### config.mk
export PLATFORM = sky130hd
export DESIGN_NAME = scan_7seg_n
export DESIGN_NICKNAME = d
export VERILOG_FILES = /design/src/rtl/display_pkg.sv /design/src/rtl/scan_7seg_n_blink_ctrl.sv /design/src/rtl/scan_7seg_n.sv
export SDC_FILE = /design/constraint.sdc
export NUM_CORES = 1
export LEC_CHECK = 0
export CELL_PAD_IN_SITES_DETAIL_PLACEMENT = 1
export CELL_PAD_IN_SITES_GLOBAL_PLACEMENT = 2
export CORE_UTILIZATION = 38
export CTS_BUF_LIST = sky130_fd_sc_hd__clkbuf_8
export DETAILED_ROUTE_END_ITERATION = 16
export GPL_ROUTABILITY_DRIVEN = 0
export PLACE_DENSITY = 0.95
export SLEW_MARGIN = 20
export SYNTH_ARGS = -nofsm -noshare
export SYNTH_HDL_FRONTEND = slang
export SYNTH_SLANG_ARGS = --single-unit
export TNS_END_PERCENT = 50
### constraint.sdc
create_clock -name CLK -period 4.9 [get_ports CLK]
set_input_delay 0.98 -clock CLK [delete_from_list [all_inputs] [get_ports CLK]]
set_output_delay 0.98 -clock CLK [all_outputs]
set_load 0.01 [all_outputs]
### src/rtl/display_pkg.sv
// Shared display constants: blank pattern, active-low hex glyphs
// and a one-hot helper used by the digit scanners.
package display_pkg;

  localparam int MAX_DIG = 16;

  localparam logic [7:0] SEG_BLANK = 8'hFF;

  typedef enum logic [7:0] {
    GLYPH_0 = 8'hC0,
    GLYPH_1 = 8'hF9,
    GLYPH_2 = 8'hA4,
    GLYPH_3 = 8'hB0,
    GLYPH_4 = 8'h99,
    GLYPH_5 = 8'h92,
    GLYPH_6 = 8'h82,
    GLYPH_7 = 8'hF8,
    GLYPH_8 = 8'h80,
    GLYPH_9 = 8'h90,
    GLYPH_A = 8'h88,
    GLYPH_B = 8'h83,
    GLYPH_C = 8'hC6,
    GLYPH_D = 8'hA1,
    GLYPH_E = 8'h86,
    GLYPH_F = 8'h8E
  } glyph_e;

  function automatic logic [MAX_DIG-1:0] f_onehot(
    input int idx,
    input int n
  );
    logic [MAX_DIG-1:0] v;
    v = '0;
    if (idx >= 0 && idx < n && idx < MAX_DIG)
      v[idx[3:0]] = 1'b1;
    return v;
  endfunction

  function automatic logic [7:0] f_glyph(
    input logic [3:0] hex
  );
    logic [7:0] g;
    g = SEG_BLANK;
    unique case (hex)
      4'h0: g = GLYPH_0;
      4'h1: g = GLYPH_1;
      4'h2: g = GLYPH_2;
      4'h3: g = GLYPH_3;
      4'h4: g = GLYPH_4;
      4'h5: g = GLYPH_5;
      4'h6: g = GLYPH_6;
      4'h7: g = GLYPH_7;
      4'h8: g = GLYPH_8;
      4'h9: g = GLYPH_9;
      4'hA: g = GLYPH_A;
      4'hB: g = GLYPH_B;
      4'hC: g = GLYPH_C;
      4'hD: g = GLYPH_D;
      4'hE: g = GLYPH_E;
      4'hF: g = GLYPH_F;
    endcase
    return g;
  endfunction

endpackage

### src/rtl/scan_7seg_n_blink_ctrl.sv
// Blink timing: counts frame wraps and toggles the visible phase
// every BLINK_PERIOD frames; a zero period pins the phase visible.
module blink_ctrl #(
  parameter int BLW = 8
) (
  input  logic           CLK,
  input  logic           RSTX,
  input  logic           frame_wrap,
  input  logic [BLW-1:0] BLINK_PERIOD,
  output logic           phase
);

  logic [BLW-1:0] bcnt;
  logic           off;
  logic           hit;

  always_comb begin
    off = (BLINK_PERIOD == '0);
    hit = (bcnt >= BLINK_PERIOD - 1'b1);
  end

  always_ff @(posedge CLK or negedge RSTX) begin
    if (!RSTX) begin
      bcnt  <= '0;
      phase <= 1'b1;
    end else if (off) begin
      bcnt  <= '0;
      phase <= 1'b1;
    end else if (frame_wrap) begin
      if (hit) begin
        bcnt  <= '0;
        phase <= ~phase;
      end else begin
        bcnt  <= bcnt + 1'b1;
      end
    end
  end

endmodule

### src/rtl/scan_7seg_n.sv
// N-digit multiplexed 7-segment scanner with brightness, guard
// blanking, per-digit blink and frame-coherent digit shadowing.
module scan_7seg_n #(
  parameter int NDIG  = 4,
  parameter int BW    = 8,
  parameter int BLW   = 8,
  parameter int GUARD = 2
) (
  input  logic              CLK,
  input  logic              RSTX,
  input  logic [BW-1:0]     TIMEOUT,
  input  logic [BW-1:0]     BRIGHT,
  input  logic [BLW-1:0]    BLINK_PERIOD,
  input  logic [NDIG-1:0]   BLINK_EN,
  input  logic [8*NDIG-1:0] SEG_IN,
  output logic [7:0]        SEG,
  output logic [NDIG-1:0]   DIGIT_SEL,
  output logic              FRAME
);

  import display_pkg::*;

  localparam int IW = $clog2(NDIG);
  localparam int XW = BW + 2;
  localparam logic [XW-1:0] G = XW'(GUARD);
  localparam logic [IW-1:0] LAST = IW'(NDIG - 1);

  logic [BW-1:0]          cnt;
  logic [IW-1:0]          idx;
  logic                   init;
  logic [NDIG-1:0][7:0]   shadow;
  logic                   phase;

  logic                   wrap;
  logic                   last;
  logic                   frame_wrap;
  logic [XW-1:0]          cnt_x;
  logic [XW-1:0]          tmo_x;
  logic [XW-1:0]          bri_x;
  logic                   lit;
  logic [NDIG-1:0]        sel_oh;

  always_comb begin
    wrap       = !(cnt < TIMEOUT);
    last       = (idx == LAST);
    frame_wrap = wrap && last;
  end

  // Widened compares keep short slots from wrapping into a lit window
  always_comb begin
    cnt_x  = XW'(cnt);
    tmo_x  = XW'(TIMEOUT);
    bri_x  = XW'(BRIGHT);
    lit    = (cnt_x >= G)
          && (cnt_x + G <= tmo_x)
          && (cnt_x < G + bri_x)
          && !(BLINK_EN[idx] && !phase);
    sel_oh = NDIG'(f_onehot(int'(idx), NDIG));
  end

  always_ff @(posedge CLK or negedge RSTX) begin
    if (!RSTX) begin
      cnt  <= '0;
      idx  <= '0;
      init <= 1'b1;
    end else begin
      init <= 1'b0;
      if (wrap) begin
        cnt <= '0;
        idx <= last ? '0 : idx + 1'b1;
      end else begin
        cnt <= cnt + 1'b1;
      end
    end
  end

  always_ff @(posedge CLK or negedge RSTX) begin
    if (!RSTX)
      shadow <= '1;
    else if (frame_wrap || init)
      shadow <= SEG_IN;
  end

  always_ff @(posedge CLK or negedge RSTX) begin
    if (!RSTX) begin
      SEG       <= SEG_BLANK;
      DIGIT_SEL <= '0;
      FRAME     <= 1'b0;
    end else begin
      SEG       <= shadow[idx];
      DIGIT_SEL <= lit ? sel_oh : '0;
      FRAME     <= frame_wrap || init;
    end
  end

  blink_ctrl #(
    .BLW (BLW)
  ) u_blink (
    .CLK          (CLK),
    .RSTX         (RSTX),
    .frame_wrap   (frame_wrap),
    .BLINK_PERIOD (BLINK_PERIOD),
    .phase        (phase)
  );

endmodule
# Word level (Yosys, flattened, before mapping)
# Index checks and enable logic that the tools add are counted.
# word_totals
regBits	65
wordCells	57
# classes
n_addsub	6
n_lt_le_gt_ge	8
n_eq_ne	1
n_mux	15
bitwise	1
n_reduce_logical	14
# ops
operator	count
$mux 8	5
$add 8x1->8 const B	2
$bmux 8 s2	1
$add 2x8->9 const A	1
$add 8x2->9 const B	1
$le 9x8->1	1
$lt 8x9->1	1
$ge 8x2->1 const B	1
$ge 8x8->1	1
$logic_not 8->1	1
$lt 8x8->1	1
$sub 8x1->8 const B	1
$logic_and 1x1->1	6
$lt 2x5->1 const B	1
$mux 1	5
$mux 4	1
$reduce_bool 2->1	2
$logic_not 1->1	3
$lt 2x3->1 const B	1
$add 2x1->2 const B	1
$bmux 1 s2	1
$demux 1 s2	1
$eq 2x2->1 const B	1
$ge 2x1->1 const B	1
other kinds (4)	4

# Logic depth before layout (Yosys ltp)
# depth
ltp_word	6
mapped_depth	10
ltp_nobuf	10

# By module
# From an unflattened synthesis, not the netlist that was laid out.
# unflattened
hier_cells	339
hier_area_um2	4073.9
# by_module_without_submodules
module	instances	cells_each	area_per_inst_um2
scan_7seg_n	1	241	3248.1
blink_ctrl	1	98	825.8

# Worst setup path after synthesis
# No wires, ideal clock.
# synth_timing
path_type	input port to flip-flop
start	input port BLINK_PERIOD[5]
end	register u_blink.bcnt[7]
setup_ns	0.110
arrival_time_ns	2.968
setup_slack_ns	1.822
path_stages	9
n_path_buf	0
cell_sequence	nor4_1 nand2_1 xor2_1 ha_1 a41o_1 a21oi_1 o31a_2 nand3_2 o41ai_1
# synth_via
elab_chain_cells	5
elab_cells_between_ends	7
# synth_rtl
item	line	source
start, declared	scan_7seg_n.sv:13	input logic [BLW-1:0] BLINK_PERIOD,
$sub 8x1->8	scan_7seg_n_blink_ctrl.sv:19	hit = (bcnt >= BLINK_PERIOD - 1'b1);
$ge 8x8->1	scan_7seg_n_blink_ctrl.sv:19	
$mux 8	scan_7seg_n_blink_ctrl.sv:30	if (hit) begin
$mux 8	scan_7seg_n_blink_ctrl.sv:29	end else if (frame_wrap) begin
$mux 8	scan_7seg_n_blink_ctrl.sv:26	end else if (off) begin
end signal, assigned	scan_7seg_n_blink_ctrl.sv:34	bcnt <= bcnt + 1'b1;
end, declared	scan_7seg_n_blink_ctrl.sv:13	logic [BLW-1:0] bcnt;
# Parallel ways exist; a longest one is shown, timed or not. The select of a mux whose other input is x is not followed.
# A chain may end at the register's enable or synchronous reset.

# Final worst setup path
# layout_timing
start	input port BLINK_PERIOD[3]
end	register u_blink.bcnt[5]
# Same word-level chain as after synthesis.

==> impl_metrics.env <==
export IMPL_antenna_cells=0
export IMPL_std_cell_rows=36
export IMPL_slew_viol_final=0
export IMPL_grt_usage_pct=17.8
export IMPL_finalSetupViolations=0
export IMPL_insertion_delay_ns=0.35
export IMPL_min_path_type="reg -> reg"
export IMPL_routed_via_count=2859
export IMPL_core_um2=9910
export IMPL_synth_largest_area_cell="dfstp_2"
export IMPL_leakagePower_uw=0.00211
export IMPL_ys_top_cells_by_area="dfstp_2 (28%), dfrtp_1 (15%), ha_1 (13%)"
export IMPL_final_util_pct=50.9
export IMPL_syn2layout_area_growth_pct=27.9
export IMPL_htreeDepth=3
export IMPL_synthFlopType="dfstp_2"
export IMPL_ant_nets=0
export IMPL_die_area_um2=10800
export IMPL_drive_above_1_share_pct=25.2
export IMPL_postCtsHoldBufs=0
export IMPL_fill_cells=1072
export IMPL_cap_violations=0
export IMPL_finalCritPeriodShare_pct=73.5
export IMPL_final_setup_skew_ns=0.00901
export IMPL_fin_crit_ns=3.60
export IMPL_initial_core_util_pct=39.8
export IMPL_path_clk_slew_ns=0.07
export IMPL_r2r_slack_ns=2.05
export IMPL_synth_nets=435
export IMPL_root_buffer="clkbuf_8"
export IMPL_grt_pass1_vias=3155
export IMPL_drtPass1Iterations=4
export IMPL_grt_max_degree=66
export IMPL_start_kind="input pin"
export IMPL_outcome="complete, no violations"
export IMPL_power_density_nw_per_um2=434
export IMPL_synth_cell_type_count=53
export IMPL_yosysTopAreaCellShare_pct=28.0
export IMPL_grt_pass1_wl_mm=15.3
export IMPL_worst_slew_pin_slew_ns=0.801
export IMPL_finalSetupTns_ns=0
export IMPL_cts_made_buffers=9
export IMPL_post_cts_buffers=0
export IMPL_worst_path_max_fanout=9
export IMPL_async_reset_ff_share_pct=100
export IMPL_dieHeight_um=104
export IMPL_nets=511
export IMPL_endpoint_kind="register"
export IMPL_synth_seq_cells=65
export IMPL_via_per_inst=5.24
export IMPL_grt_overflow_total=0
export IMPL_die_w_um=104
export IMPL_initialDrtViolationCount=88
export IMPL_synth_seq_area_share_pct=42.6
export IMPL_cts_buffer_depth=2
export IMPL_synth_common_cells="dfstp_2 (42), ha_1 (41), mux2_2 (32)"
export IMPL_synth_edf_count=0
export IMPL_yosys_warnings=0
export IMPL_synthCells=332
export IMPL_cp_required_ns=5.13
export IMPL_antenna_found_initial=0
export IMPL_clock_sinks=65
export IMPL_crit_arrival_ns=3.83
export IMPL_ir_worst_vdd_mv=0.269
export IMPL_synth_most_common_cell="dfstp_2"
export IMPL_io_buffers=74
export IMPL_cts_resized=0
export IMPL_synth_cell_area_um2=3950
export IMPL_wl_mm=8.95
export IMPL_max_freq_mhz=278
export IMPL_io_pins=75
export IMPL_synth_avg_cell_area_um2=11.9
export IMPL_critPathKind="in -> reg"
export IMPL_maxSlewHeadroom_pct=46.6
export IMPL_rsz0062_at_grt="false"
export IMPL_drc=0
export IMPL_hpwl_mm=6.73
export IMPL_wl_per_cell_um=16.4
export IMPL_cts_tree="yes"
export IMPL_hold_violations=0
==> through the flow <==
stage	setup slack, ns	cell area [um2]	power [uW]	cells	hold WS (ns)
2_1_floorplan	1.82	3950	1350	332	0.472
3_3_place_gp	1.10	4810	1620	530	0.503
3_5_place_dp	0.953	4810	1670	530	0.511
4_1_cts	1.31	5050	2220	546	0.521
5_1_grt	0.976	5050	2340	546	0.556
6_report	1.30	5050	2190	546	0.517
==> cells in the final DEF (no fill, tap or decap), drive strengths merged, types with 4 or more instances in the layout <==
cell type and instances:
ha 41, nand4 6, inv 20, mux4 9, nor4b 4, o21ai 5, nand2 16, dfrtp 23
nand3 18, clkdlybuf4s50 73, nor2 17, clkbuf 11, a21oi 6, xnor2 11, xor2 11, nor3 4
a32oi 6, mux2 32, o41ai 5, and3 9, dfstp 42
==> logic make-up (layout without fill, tap and decap cells) <==
logic type               Yosys count  in the layout  share of synthesized area (%)
buffers and inverters             30            111                           3.33
other                              1              1                         0.0951
adder cells (fa/ha/maj)           41             41                           13.0
multiplexers                      41             41                           15.0
XOR/XNOR                          22             22                           4.88
flip-flops                        65             65                           42.6
AO/OA/AOI/OAI                     45             45                           9.45
AND/OR/NAND/NOR                   87             87                           11.6
==> routing by layer <==
layer  track usage, %  wire [um]  part of all wire [%]
met5                0          0                     0
met1             21.3       3830                    43
met2             30.0       4470                    50
met3             6.39        547                   6.1
met4             4.80        100                   1.1
==> power breakdown <==
| part | leakage (uW) | total (uW) | switching, uW | internal [uW] |
|---|---|---|---|---|
| registers | 0.000727 | 866 | 157 | 709 |
| clock network | 0.000116 | 535 | 218 | 317 |
| logic | 0.00127 | 788 | 356 | 432 |
==> area by class of cell <==
cell class                 instances  area, um2  share of cell area (%)
inverter                          19       71.3                    1.41
multi-input combinational        237       2140                    42.4
clock buffer                      11        151                    3.00
timing repair buffer              76        751                    14.9
clock inverter                     5       85.1                    1.69
tap                              133        166                    3.30
sequential                        65       1680                    33.3
==> critical path: stages <==
cell             delay (ns)
clkdlybuf4s50_1        0.45
nor4_1                 0.52
nand2_1                0.13
xor2_1                 0.18
ha_1                   0.34
a41o_1                 0.24
a21oi_1                0.12
o31a_2                 0.27
nand3_2                0.21
o41ai_1                0.40
==> flip-flops by register name, indices dropped and copies added (netlist names) <==
register,cells
u_blink.phase,1
init,1
shadow,32
cnt,8
idx,2
SEG,8
FRAME,1
DIGIT_SEL,4
u_blink.bcnt,8
==> final timing paths <==
path / from / to / cells after the start
worst max-delay path: BLINK_PERIOD[3] / u_blink.bcnt[5] / 10
worst min-delay path: u_blink.bcnt[7] / u_blink.bcnt[7] / 1
worst max register to register: cnt[1] / DIGIT_SEL[0] / 10
worst min register to register: u_blink.bcnt[7] / u_blink.bcnt[7] / 1
max in group asynchronous: RSTX / DIGIT_SEL[2] / 2
min in group asynchronous: RSTX / FRAME / 2
Power figures use the tool's default switching activity.
